==> src/rtl/bomb_placer.sv <==
// Decodes a one-hot bomb-count code and fills an 8x8 bitmap with that many bombs at
// non-repeating pseudo-random cells taken from a free-running 8-bit LFSR.
module bomb_placer #(
  parameter logic [7:0] SEED = 8'hA5
) (
  input  logic        clk,
  input  logic        rst_n,
  input  logic        start,
  input  logic [5:0]  count_code,
  output logic        busy,
  output logic        done,
  output logic        code_error,
  output logic [63:0] bomb_map,
  output logic [6:0]  placed_count
);

  // An all-zero LFSR would lock up, so a zero seed is promoted to 1.
  localparam logic [7:0] SeedEff = (SEED == 8'h00) ? 8'h01 : SEED;

  typedef enum logic [1:0] {StIdle, StClear, StPlace, StDone} state_t;

  state_t      r_state;
  logic [7:0]  r_lfsr;
  logic [6:0]  r_target;
  logic [63:0] r_map;
  logic [6:0]  r_placed;
  logic        r_busy;
  logic        r_done;
  logic        r_code_error;

  logic        w_valid;
  logic [6:0]  w_target;
  logic        w_fb;
  logic [5:0]  w_cell;
  logic [6:0]  w_placed_inc;

  always_comb begin
    w_valid  = 1'b1;
    w_target = 7'd0;
    case (count_code)
      6'b000010: w_target = 7'd2;
      6'b000100: w_target = 7'd4;
      6'b001000: w_target = 7'd8;
      6'b010000: w_target = 7'd16;
      6'b100000: w_target = 7'd32;
      6'b111111: w_target = 7'd63;
      default:   w_valid  = 1'b0;
    endcase
  end

  // Fibonacci form of x^8+x^6+x^5+x^4+1.
  assign w_fb         = r_lfsr[7] ^ r_lfsr[5] ^ r_lfsr[4] ^ r_lfsr[3];
  assign w_cell       = r_lfsr[5:0];
  assign w_placed_inc = r_placed + 7'd1;

  always_ff @(posedge clk or negedge rst_n) begin
    if (!rst_n) begin
      r_lfsr <= SeedEff;
    end else begin
      r_lfsr <= {r_lfsr[6:0], w_fb};
    end
  end

  always_ff @(posedge clk or negedge rst_n) begin
    if (!rst_n) begin
      r_state      <= StIdle;
      r_target     <= 7'd0;
      r_map        <= 64'd0;
      r_placed     <= 7'd0;
      r_busy       <= 1'b0;
      r_done       <= 1'b0;
      r_code_error <= 1'b0;
    end else begin
      r_done       <= 1'b0;
      r_code_error <= 1'b0;
      case (r_state)
        StIdle: begin
          if (start && w_valid) begin
            r_target <= w_target;
            r_busy   <= 1'b1;
            r_state  <= StClear;
          end else if (start) begin
            r_code_error <= 1'b1;
          end
        end
        StClear: begin
          r_map    <= 64'd0;
          r_placed <= 7'd0;
          r_state  <= StPlace;
        end
        StPlace: begin
          // An occupied cell is simply skipped; the LFSR advances regardless.
          if (!r_map[w_cell]) begin
            r_map[w_cell] <= 1'b1;
            r_placed      <= w_placed_inc;
            if (w_placed_inc == r_target) begin
              r_busy  <= 1'b0;
              r_state <= StDone;
            end
          end
        end
        StDone: begin
          r_done  <= 1'b1;
          r_state <= StIdle;
        end
        default: r_state <= StIdle;
      endcase
    end
  end

  assign busy         = r_busy;
  assign done         = r_done;
  assign code_error   = r_code_error;
  assign bomb_map     = r_map;
  assign placed_count = r_placed;

endmodule
==> config.mk <==
export PLATFORM = sky130hd
export DESIGN_NAME = bomb_placer
export DESIGN_NICKNAME = d
export VERILOG_FILES = /design/src/rtl/bomb_placer.sv
export SDC_FILE = /design/constraint.sdc
export NUM_CORES = 1
export LEC_CHECK = 0
export ABC_CLOCK_PERIOD_IN_PS = 3000
export CAP_MARGIN = 10
export CORE_ASPECT_RATIO = 1.75
export CORE_MARGIN = 4
export CORE_UTILIZATION = 53
export CTS_CLUSTER_DIAMETER = 60
export DETAILED_ROUTE_END_ITERATION = 10
export GPL_TIMING_DRIVEN = 0
export PLACE_DENSITY = 0.87
export SETUP_SLACK_MARGIN = 0.2
export SLEW_MARGIN = 20
export SYNTH_ARGS = -nofsm -noshare
export SYNTH_HDL_FRONTEND = slang
export SYNTH_SLANG_ARGS = --single-unit
export TNS_END_PERCENT = 5
==> constraint.sdc <==
create_clock -name clk -period 3 [get_ports clk]
set_input_delay 0.6 -clock clk [delete_from_list [all_inputs] [get_ports clk]]
set_output_delay 0.6 -clock clk [all_outputs]
set_load 0.01 [all_outputs]
==> summary.md <==
| Metric | Value |
|---|---|
| Outcome | complete, no violations |
| Worst EP arrival | 3.16 ns |
| Synth Cell Area | ~4600 µm² |
| Ys async rst share | 100% |
| Netlist cell types | 54 |
| Die X | 78.1 µm |
| Syn avg cell area | 10.1 µm² |
| Io pins | 83 |
| VDD IR max | between 0.2 and 0.3 mV |
| Worst min path class | input port to async pin |
| Die area | about 10,000 µm² |
| Critical Path Slowest Stage Cell | dfstp_2 |
| Number of synthesized flops with an enable pin | 0 |
| Critical path, cell by cell | buf_6, and4b_1, a2111oi_1, a221oi_2, a21oi_2, and4_1, buf_6, buf_2, a31oi_1, nor2_1 |
| Area after DPL | 5520 µm² |
| Initial core utilization | 54.4% |
| Non-filler cells, final | 677 |
| Antenna Cells | 0 |
| Sequential fraction of the synthesis area | between 40% and 50% |
| Setup Skew | around 0.0065 ns |
| Number of buffers created by CTS | 9 |
| RSZ-0062 raised after global routing | true |
| Fin nets | 570 |
| Filler cells | approximately 560 |
| R2R Path Start | r_lfsr[2] |
| H-tree depth | 3 |
| PortBufs | 79 |
| Post-layout min period | 2.88 ns |
| Startpoint types | flop |
| Worst Path Required | 3.28 ns |
| Placement Setup Slack | -0.195 ns |
| Synthesized Nets | 464 |
| Final Hold Vio Count | 0 |
| Initial antenna violation count | 0 |
| First-pass GRT wire length | roughly 23,000 µm |
| Fin area | 6150 µm² |
| Setup CP Type | flop to flop |
| Std-Cell Rows | 44 |
| Clk slew on worst S/H paths | 0.06 ns |
| CTS max path bufs | 2 |
| Post-route ant nets | 0 |
| Final worst setup slack | 0.118 ns |
| Slowest stage delay, CP | 0.59 ns |
| Hold-fix buffer count after cts | 0 |
| FF+latch count, synth | 90 |
| Worst reg2reg path depth | 10 |
| Fmax | 347 MHz |
| Measured slew at the worst slew-check pin | 0.989 ns |
| Clk_lat worst skew | 0.35 ns |
| Total GRT Usage | 29.4% |
| Reg2reg setup slack | 0.12 ns |
| Global route total overflow | 0 |
| Number of global-route vias before repair | 4,406 |
| CTS root buf | clkbuf_16 |
| Max-cap violations | 0 |
| # DRC | 0 |
| Setup tns final | 0 ns |
| Cell Pwr Density | between 400 and 500 nW/µm² |
| Worst relative slew slack | 33.8% |
| Worst path bufs/invs | 3 |
| Crit. path cell count | 10 |
| Crit path capture type | flop |
| Vias per cell | 6.63 |
| Fraction of layout cells with a size suffix above 1 | 15.8% |
| Crit-path most repeated cell | buf_6 |
| Dpl cells | roughly 650 |
| DP Wirelength | roughly 9900 µm |
| Total number of yosys warnings | 0 |
| Primary FF master, synth | dfrtp_1 |
| Worst path top cell family by delay | compound AO/OA/AOI/OAI gates |
| Finish-stage setup viols | 0 |
| Leak Pwr | 2.79 nW |
| Initial DRT Pass Iterations | 6 |
| Clk sinks | 90 |
| Die height | about 130 µm |
| Area delta synth->final | 35.1% |
| Routed WL | 15,100 µm |
| Final Wtd Congestion | 0.991 |
| DRT iter0 DRCs | between 600 and 700 |
| TritonCTS clock tree | done |
| Post-synthesis cell count | 451 |
| Largest net degree at the start of global routing | 61 |
| Worst-path fanout max | 10 |
| Routed length per instance | 22.3 µm |
| Core ar. | 8370 µm² |
| Max Slew Vio Count | 0 |
| Reg2reg end | bomb_map[43] |
| Period utilization | a little over nine tenths |
| Via count | 4,487 |
power breakdown:
group	internal [mW]	switching, mW
registers	1.21	0
logic	0.0158	0.0374
clock network	0.860	0.473
total	2.09	0.510
area by class of cell:
class,instances,area (µm²),area share (%)
Inverter,16,63.8,1.04
Multi-Input combinational cell,308,2110,34.4
Tap cell,115,144,2.34
Clock inverter,4,97.6,1.59
Sequential cell,90,2260,36.7
Buffer,37,259,4.21
Timing Repair Buffer,95,961,15.6
Clock buffer,12,256,4.17
worst reg2reg max path, delay by kind of cell (launching register included):
family                 cells  cell delay (ns)
DFF                        1             0.59
buffers and inverters      3             0.62
AOI/OAI and AO/OA          4             0.99
and+or+nand+nor            3             0.62
Yosys cell counts (all sizes together), types with 5 or more instances:
library cell  count  area share, %
nor3b             7            1.6
a211o             5           0.96
xor2              6            1.2
xnor2             7            1.3
mux2              7            1.8
nand3             6           0.66
a31oi            65            8.9
nor3              6           0.99
o21ai             8           0.88
clkbuf           20            1.6
nor2             76            6.3
o22ai             5           0.69
and4              5           0.96
nand2            27            2.2
mux4              9            4.5
and3              9            1.2
dfrtp            86             47
a21oi             9           0.99
buf              17            2.7
inv              15            1.2
flip-flops by register name (all words and copies together) (netlist names):
name / cells
bomb_map: 64
done: 1
placed_count: 7
r_target: 6
code_error: 1
r_state: 2
busy: 1
r_lfsr: 8
per-stage QoR:
stage                     total power [mW]  util, %  hold slack [ns]
after detailed placement              1.29     65.9            0.347
final                                 2.60     73.5            0.180
after global routing                  2.66     73.5            0.213
after global placement                1.28     65.6            0.342
after floorplan                       1.25        -            0.304
after CTS                             2.60     71.6            0.194
routing by layer:
layer	GRT usage, %	part of all wire [%]
met5	0	0
met4	21.3	8.0
met3	5.08	9.2
met2	51.8	51
met1	31.7	32
cells by family (layout without fill, tap and decap cells):
group,Yosys count,after routing,synth area share (%)
xor gates and xnor gates,13,13,2.50
muxes,19,19,6.92
AOI/OAI and AO/OA,115,115,16.9
buffers and inverters,53,164,5.72
and+or+nand+nor,157,157,17.3
adders and majority gates,4,4,1.10
DFF,90,90,49.6
repair_timing:
action	CTS	global route
endpoints found under the setup margin	74	73
pin swaps	5	7
gates cloned	0	2
buffers inserted	8	5
resized for setup	16	21
layout by cell type (no fill, tap or decap), types with 7 or more instances in the layout:
| cell | n |
|---|---|
| inv_1 | 14 |
| and3_1 | 9 |
| xnor2_1 | 7 |
| a21oi_1 | 8 |
| clkdlybuf4s50_1 | 78 |
| clkbuf_16 | 11 |
| clkbuf_1 | 17 |
| nand2_1 | 27 |
| dfrtp_1 | 86 |
| mux4_2 | 9 |
| o21ai_0 | 8 |
| nor2_1 | 75 |
| a31oi_1 | 64 |
| buf_4 | 16 |
worst max path at each step:
stage / end / slack (ns) / startpoint
floorplan: bomb_map[0] / 0.42 / r_lfsr[2]
global placement: bomb_map[8] / -1.77 / rst_n
detailed placement: bomb_map[52] / -0.19 / r_lfsr[2]
CTS: bomb_map[0] / 0.21 / r_lfsr[1]
global route: bomb_map[43] / 0.08 / r_lfsr[2]
finish: bomb_map[43] / 0.12 / r_lfsr[2]
Power figures use the tool's default switching activity.
